<file path="src/rtl/bsg_rocket_trace_replay_ctrl.sv">
// Trace replay controller: walks a trace ROM and drives/checks a rocket node fsb port.
// Define BSG_ROCKET_REPLAY_MISMATCH_HALT_EN to stop replay on the first RECV mismatch.
module bsg_rocket_trace_replay_ctrl #(
    parameter int rom_addr_width_p = 8,
    parameter int rom_els_p        = 256,
    parameter int counter_width_p  = 16
) (
    input  logic                        clk_i,
    input  logic                        reset_i,
    input  logic                        en_i,
    output logic [rom_addr_width_p-1:0] rom_addr_o,
    input  logic [83:0]                 rom_data_i,
    output logic                        v_o,
    output logic [79:0]                 data_o,
    input  logic                        ready_i,
    input  logic                        v_i,
    input  logic [79:0]                 data_i,
    output logic                        yumi_o,
    output logic                        done_o,
    output logic                        finish_o,
    output logic                        error_o,
    output logic [15:0]                 err_cnt_o
);

    typedef enum logic [1:0] {
        S_RUN    = 2'd0,
        S_DONE   = 2'd1,
        S_FINISH = 2'd2,
        S_HALT   = 2'd3
    } state_e;

    localparam logic [3:0] OP_NOP  = 4'b0000;
    localparam logic [3:0] OP_SEND = 4'b0001;
    localparam logic [3:0] OP_RECV = 4'b0010;
    localparam logic [3:0] OP_DONE = 4'b0011;
    localparam logic [3:0] OP_END  = 4'b0100;
    localparam logic [3:0] OP_WCNT = 4'b0101;
    localparam logic [3:0] OP_ICNT = 4'b0110;

    localparam logic [rom_addr_width_p-1:0] last_addr_lp = rom_addr_width_p'(rom_els_p - 1);

    state_e                        state_q, state_d;
    logic [rom_addr_width_p-1:0]   addr_q, addr_d;
    logic [counter_width_p-1:0]    cnt_q, cnt_d;
    logic                          error_q, error_d;
    logic [15:0]                   err_cnt_q, err_cnt_d;
    logic                          advance;
    logic [3:0]                    op;

    assign op = rom_data_i[83:80];

    // NOTE: every combinational output/next-state gets a default first so no latch can be inferred.
    always_comb begin
        state_d   = state_q;
        addr_d    = addr_q;
        cnt_d     = cnt_q;
        error_d   = error_q;
        err_cnt_d = err_cnt_q;
        v_o       = 1'b0;
        yumi_o    = 1'b0;
        advance   = 1'b0;

        // Outputs are also held quiet while reset is asserted, not just after it.
        if (state_q == S_RUN && en_i && !reset_i) begin
            case (op)
                OP_NOP:  advance = 1'b1;
                OP_SEND: begin
                    v_o     = 1'b1;
                    advance = ready_i;
                end
                OP_RECV: begin
                    yumi_o = v_i;
                    if (v_i) begin
                        if (data_i != rom_data_i[79:0]) begin
                            error_d = 1'b1;
                            if (err_cnt_q != 16'hFFFF)
                                err_cnt_d = err_cnt_q + 16'd1;
`ifdef BSG_ROCKET_REPLAY_MISMATCH_HALT_EN
                            state_d = S_HALT;
`else
                            advance = 1'b1;
`endif
                        end else begin
                            advance = 1'b1;
                        end
                    end
                end
                OP_DONE: state_d = S_DONE;
                OP_END:  state_d = S_FINISH;
                OP_WCNT: begin
                    if (cnt_q == '0)
                        advance = 1'b1;
                    else
                        cnt_d = cnt_q - counter_width_p'(1);
                end
                OP_ICNT: begin
                    cnt_d   = rom_data_i[counter_width_p-1:0];
                    advance = 1'b1;
                end
                default: begin
                    error_d = 1'b1;
                    state_d = S_HALT;
                end
            endcase
        end

        // Running off the end of the ROM finishes the trace rather than wrapping.
        if (advance) begin
            if (addr_q == last_addr_lp)
                state_d = S_DONE;
            else
                addr_d = addr_q + rom_addr_width_p'(1);
        end
    end

    // NOTE: sequential state uses non-blocking assignments only.
    always_ff @(posedge clk_i or posedge reset_i) begin
        if (reset_i) begin
            state_q   <= S_RUN;
            addr_q    <= '0;
            cnt_q     <= '0;
            error_q   <= 1'b0;
            err_cnt_q <= '0;
        end else begin
            state_q   <= state_d;
            addr_q    <= addr_d;
            cnt_q     <= cnt_d;
            error_q   <= error_d;
            err_cnt_q <= err_cnt_d;
        end
    end

    assign rom_addr_o = addr_q;
    assign data_o     = rom_data_i[79:0];
    assign done_o     = (state_q == S_DONE);
    assign finish_o   = (state_q == S_FINISH);
    assign error_o    = error_q;
    assign err_cnt_o  = err_cnt_q;

endmodule

</file>
<file path="config.mk">
export PLATFORM = sky130hd
export DESIGN_NAME = bsg_rocket_trace_replay_ctrl
export DESIGN_NICKNAME = d
export VERILOG_FILES = /design/src/rtl/bsg_rocket_trace_replay_ctrl.sv
export SDC_FILE = /design/constraint.sdc
export NUM_CORES = 1
export LEC_CHECK = 0
export ABC_CLOCK_PERIOD_IN_PS = 3450
export CORE_MARGIN = 5
export CORE_UTILIZATION = 36
export DETAILED_ROUTE_END_ITERATION = 6
export HOLD_SLACK_MARGIN = 0.15
export PLACE_DENSITY = 0.79
export SLEW_MARGIN = 20
export SYNTH_ARGS = -nofsm -noshare
export SYNTH_HDL_FRONTEND = slang
export SYNTH_SLANG_ARGS = --single-unit
</file>
<file path="constraint.sdc">
create_clock -name clk_i -period 3.45 [get_ports clk_i]
set_input_delay 0.69 -clock clk_i [delete_from_list [all_inputs] [get_ports clk_i]]
set_output_delay 0.69 -clock clk_i [all_outputs]
set_load 0.02 [all_outputs]
</file>
# Word-level counts from Yosys, hierarchy flattened
# Index checks and enable logic that the tools add are counted.
[classes] muxes=17 n_bitwise=2 n_eq_ne=14 addsub=3 reduce_logical=14
[op_table] op="$ne A80 B80 Y1" count=1
[op_table] op="$pmux W16 S2" count=1
[op_table] op="$add A16 B1 Y16 const B" count=1
[op_table] op="$logic_not A16 Y1" count=1
[op_table] op="$mux W16" count=1
[op_table] op="$ne A16 B16 Y1 const B" count=1
[op_table] op="$sub A16 B1 Y16 const B" count=1
[op_table] op="$eq A4 B3 Y1 const B" count=3
[op_table] op="$mux W1" count=9
[op_table] op="$add A8 B1 Y8 const B" count=1
[op_table] op="$eq A4 B2 Y1 const B" count=2
[op_table] op="$eq A8 B8 Y1 const B" count=1
[op_table] op="$mux W2" count=3
[op_table] op="$ne A2 B2 Y1 const B" count=3
[op_table] op="$pmux W2 S3" count=1
[op_table] op="$reduce_or A6 Y1" count=1
[op_table] op="$reduce_and A5 Y1" count=1
[op_table] op="$reduce_or A5 Y1" count=1
[op_table] op="$eq A4 B1 Y1 const B" count=1
[op_table] op="$logic_not A4 Y1" count=1
[op_table] op="$pmux W1 S4" count=1
[op_table] op="$reduce_and A4 Y1" count=1
[op_table] op="$reduce_and A3 Y1" count=1
[op_table] op="$eq A2 B1 Y1 const B" count=1
[op_table] op="other kinds (9)" count=11
[totals] wordCells=55 reg_bits=43 output_inout_bits=109 input_bits=169

# Depth between registers and ports, before layout
[logic_depth] ltp_word=6 depth_mapped=8 depth_no_buf=8

# Worst setup path after synthesis
# No wires, ideal clock.
[synth_path] path_kind="input to output" start="in reset_i" end="out yumi_o" stages=3 n_path_buf=0 slack_ns=0.308 required_time_ns=2.760 arrival_ns=2.452 cell_sequence="clkinv_1 and3_1 and3_1"
[synth_between] elab_chain_cells=3
[synth_lines] item="start, declared" line="9" rtl="input logic reset_i,"
[synth_lines] item="$logic_not A1 Y1 (no source line)"
[synth_lines] item="$logic_and A1 B1 Y1" line="64" rtl="if (state_q == S_RUN && en_i && !reset_i) begin"
[synth_lines] item="$mux W1" line="64"
[synth_lines] item="end, declared" line="18" rtl="output logic yumi_o,"
# Every way passes these cells.

# Worst setup path after layout
[layout_path] start="in rom_data_i[80]" end="out yumi_o"
[layout_between] elab_chain_cells=3
[layout_lines] item="start, declared" line="12" rtl="input logic [83:0] rom_data_i,"
[layout_lines] item="$eq A4 B2 Y1" line="65" rtl="case (op)"
[layout_lines] item="$mux W1" line="65"
[layout_lines] item="$mux W1" line="64"
# Every way passes these cells.

==> summary.txt <==
Setup path
  – WS Path Type: in2out
  – WP data required: 2.76 ns
  – CP Capture Type: primary output
  – CP startpoint kind: primary input
  – Max FO, Critical Path: 7
  – R2R Setup Slk: between 1 and 1.5 ns
  – CP arrival: 2.40 ns

GRT
  – Grt total ovfl: 0
  – First-pass GRT wire length: around 20 mm
  – Total GRT Usage: between 10% and 20%
  – GR met2 Demand/Resource: between 30 and 40%
  – Initial antenna violation count: 0
  – Vias in the first global route: about 4200
  – Gr busiest metal: met2
  – Met3 Usage GRT: approximately 5.3%
  – Pin count of the biggest net entering global routing: 44
  – Met1 Usage GRT: 20.3%

Floorplanning
  – Width of the die: about 110 µm
  – FP Rows: 38
  – Area of the core: around 11000 µm²
  – Die Y: 115 µm
  – Io pins: 278
  – DIE AREA: approximately 13000 µm²
  – Initial cell density of the core: 36.6%

Detailed routing
  – Antenna-violating nets left: 0
  – Post-Route WL: between 10 and 15 mm
  – # DRC: 0
  – TritonRoute pass-1 iters: 4
  – Vias per inst: roughly 5.0
  – Drt wl/cell: about 16 µm
  – Iter 0 DRT Violations: about 150
  – Vias: 4030

Yosys
  – Post-Syn Instances: around 470
  – Sequential cell area fraction in the yosys report: 27.1%
  – Library cells used by synthesis: 51
  – EDFF count, synth: 0
  – Cell taking the most area after synthesis: dfrtp_1
  – Mapped Area: slightly below 4000 µm²
  – Synth warnings: 0
  – Post-synth top flop: dfrtp_1
  – Synth Net Count: 640
  – Synth top area share: 27.1%
  – Synthesis-stage register bit count: 43
  – Syn Area/Cell: 8.50 µm²
  – Synth top area cells: dfrtp_1 (27%), xnor2_1 (20%), buf_4 (15%)
  – Most common cell in the synthesized netlist: xnor2_1
  – Commonest cells in the synthesized netlist: xnor2_1 (90), buf_4 (80), dfrtp_1 (43), a21oi_1 (30), nand4_1 (27)
  – Synth async-reset ratio: 100%

Timing
  – Setup Skew: about 0.0075 ns
  – Max-slew headroom: between 30% and 40%
  – Final worst-path cycle share: roughly nine tenths
  – Final Critical Period: 3.09 ns
  – RSZ-0062 raised after global routing: no
  – Least-Margin Pin Slew: roughly 0.93 ns
  – Final slew viol count: 0
  – Setup violators final: 0
  – Count of final hold-check violations: 0
  – Max Fclk: between 300 and 400 MHz
  – Setup TNS: 0 ns
  – Fin worst setup slack: 0.358 ns
  – Min Hold Slack: ~0.49 ns

CTS
  – TritonCTS clock tree: built
  – Post-CTS Setup Repair Bufs: 0
  – # hold bufs at CTS: 0
  – TritonCTS Buffers: 5
  – Reg clk slew, reported paths: about 0.080 ns
  – H-tree depth: 2
  – CTS resizes: 0
  – Maximum clock path buffer count: 2
  – Skew-Pair Late Insertion Delay: between 0.2 and 0.3 ns
  – CTS Root Cell: clkbuf_8
  – CTS Sinks: 43

Min path
  – Hold Path Class: reg2reg

Power
  – Maximum vdd drop: around 0.14 mV
  – Leakage power: ~2.5 nW
  – Cell Pwr Density: 257 nW/µm²

Layout
  – # diodes: 0
  – Share of cells above drive strength 1: around 3.7%
  – Area delta synth->final: 62.1%
  – Layout Nets: approximately 840

Placed design
  – Count of buffers from port buffering: approximately 280
  – Pre-CTS WS: between 0.3 and 0.4 ns
  – RD Place Congestion: between 0.8 and 0.9
  – HPWL Detailed: 11.5 mm

Status
  – Status: completed

Run
  – Max Cap Violations: 0
==> logic make-up (layout without fill, tap and decap cells) <==
family          after synthesis  count (layout)  synth area share (%)
fa+ha+maj                     4               4                  1.26
xor+xnor                    102             102                  22.5
mux                           2               2                 0.662
flops                        43              43                  27.1
buf+inv                      98             300                  16.9
compound gates               67              67                  9.81
simple gates                151             151                  21.7
==> flip-flops by register name, summed over array words and instances (netlist names) <==
signal / count
cnt_q: 16
rom_addr_o: 8
error_o: 1
err_cnt_o: 16
state_q: 2
==> area by class of cell <==
cell class	instances	area, µm²
timing repair buffer	284	2830
multi-input combinational	326	2230
inverter	8	30.0
clock buffer	5	68.8
sequential	43	1080
tap	140	175
clock inverter	3	23.8
fill	943	4410
==> critical path: stages <==
cell and delay (ns):
clkdlybuf4s50_1 0.51, nand2b_1 0.21, nor3_1 0.21, and3_1 0.19, clkdlybuf4s50_1 0.60
==> power by group <==
part / switching (mW) / internal (mW)
logic: 0.319 / 0.416
clock network: 0.189 / 0.145
registers: 0.0414 / 0.540
==> cells in the final DEF, fill, tap and decap left out, drive strengths merged, types with 2 or more instances in the layout <==
cell / instances
clkdlybuf4s50: 277
xnor2: 90
dfrtp: 43
a21oi: 30
nand4: 27
nand2: 25
nand3: 23
nor2: 20
o21ai: 15
nor3: 14
xor2: 12
nor4: 11
buf: 7
inv: 7
nand2b: 6
o22ai: 5
clkbuf: 5
and3: 4
nor2b: 4
ha: 4
or4: 4
or3: 3
a21o: 3
or2: 3
clkinv: 2
nand3b: 2
o21bai: 2
a31oi: 2
o31ai: 2
clkinvlp: 2
mux2: 2
==> path summary, 6_finish.rpt <==
path                                      startpoint                        end  depth (start not counted)
min in group asynchronous                    reset_i   err_cnt_o[5]$_DFFE_PP0P_                          3
hold reg to reg            rom_addr_o[5]$_DFFE_PP0P_  rom_addr_o[5]$_DFFE_PP0P_                          1
setup reg to reg            err_cnt_o[6]$_DFFE_PP0P_  err_cnt_o[15]$_DFFE_PP0P_                          6
hold / removal             rom_addr_o[5]$_DFFE_PP0P_  rom_addr_o[5]$_DFFE_PP0P_                          1
max in group asynchronous                    reset_i      cnt_q[14]$_DFFE_PP0P_                          3
setup / recovery                      rom_data_i[80]                     yumi_o                          5
==> per-stage QoR <==
| step | std cells | power, mW | area (µm²) | util (%) |
|---|---|---|---|---|
| 2_1_floorplan | 467 | 0.969 | 3970 | - |
| 3_3_place_gp | 801 | 1.32 | 6340 | 58.5 |
| 3_5_place_dp | 801 | 1.33 | 6340 | 58.5 |
| 4_1_cts | 809 | 1.67 | 6430 | 59.3 |
| 5_1_grt | 809 | 1.73 | 6430 | 59.3 |
| 6_report | 809 | 1.65 | 6430 | 59.3 |
==> per-layer routing <==
metal	up-vias	part of all wire [%]
met5	-	0
li1	1971	-
met3	12	9.7
met4	0	1.4
met1	1849	37
met2	198	52
Note: power is estimated with default switching activity, not from simulation.
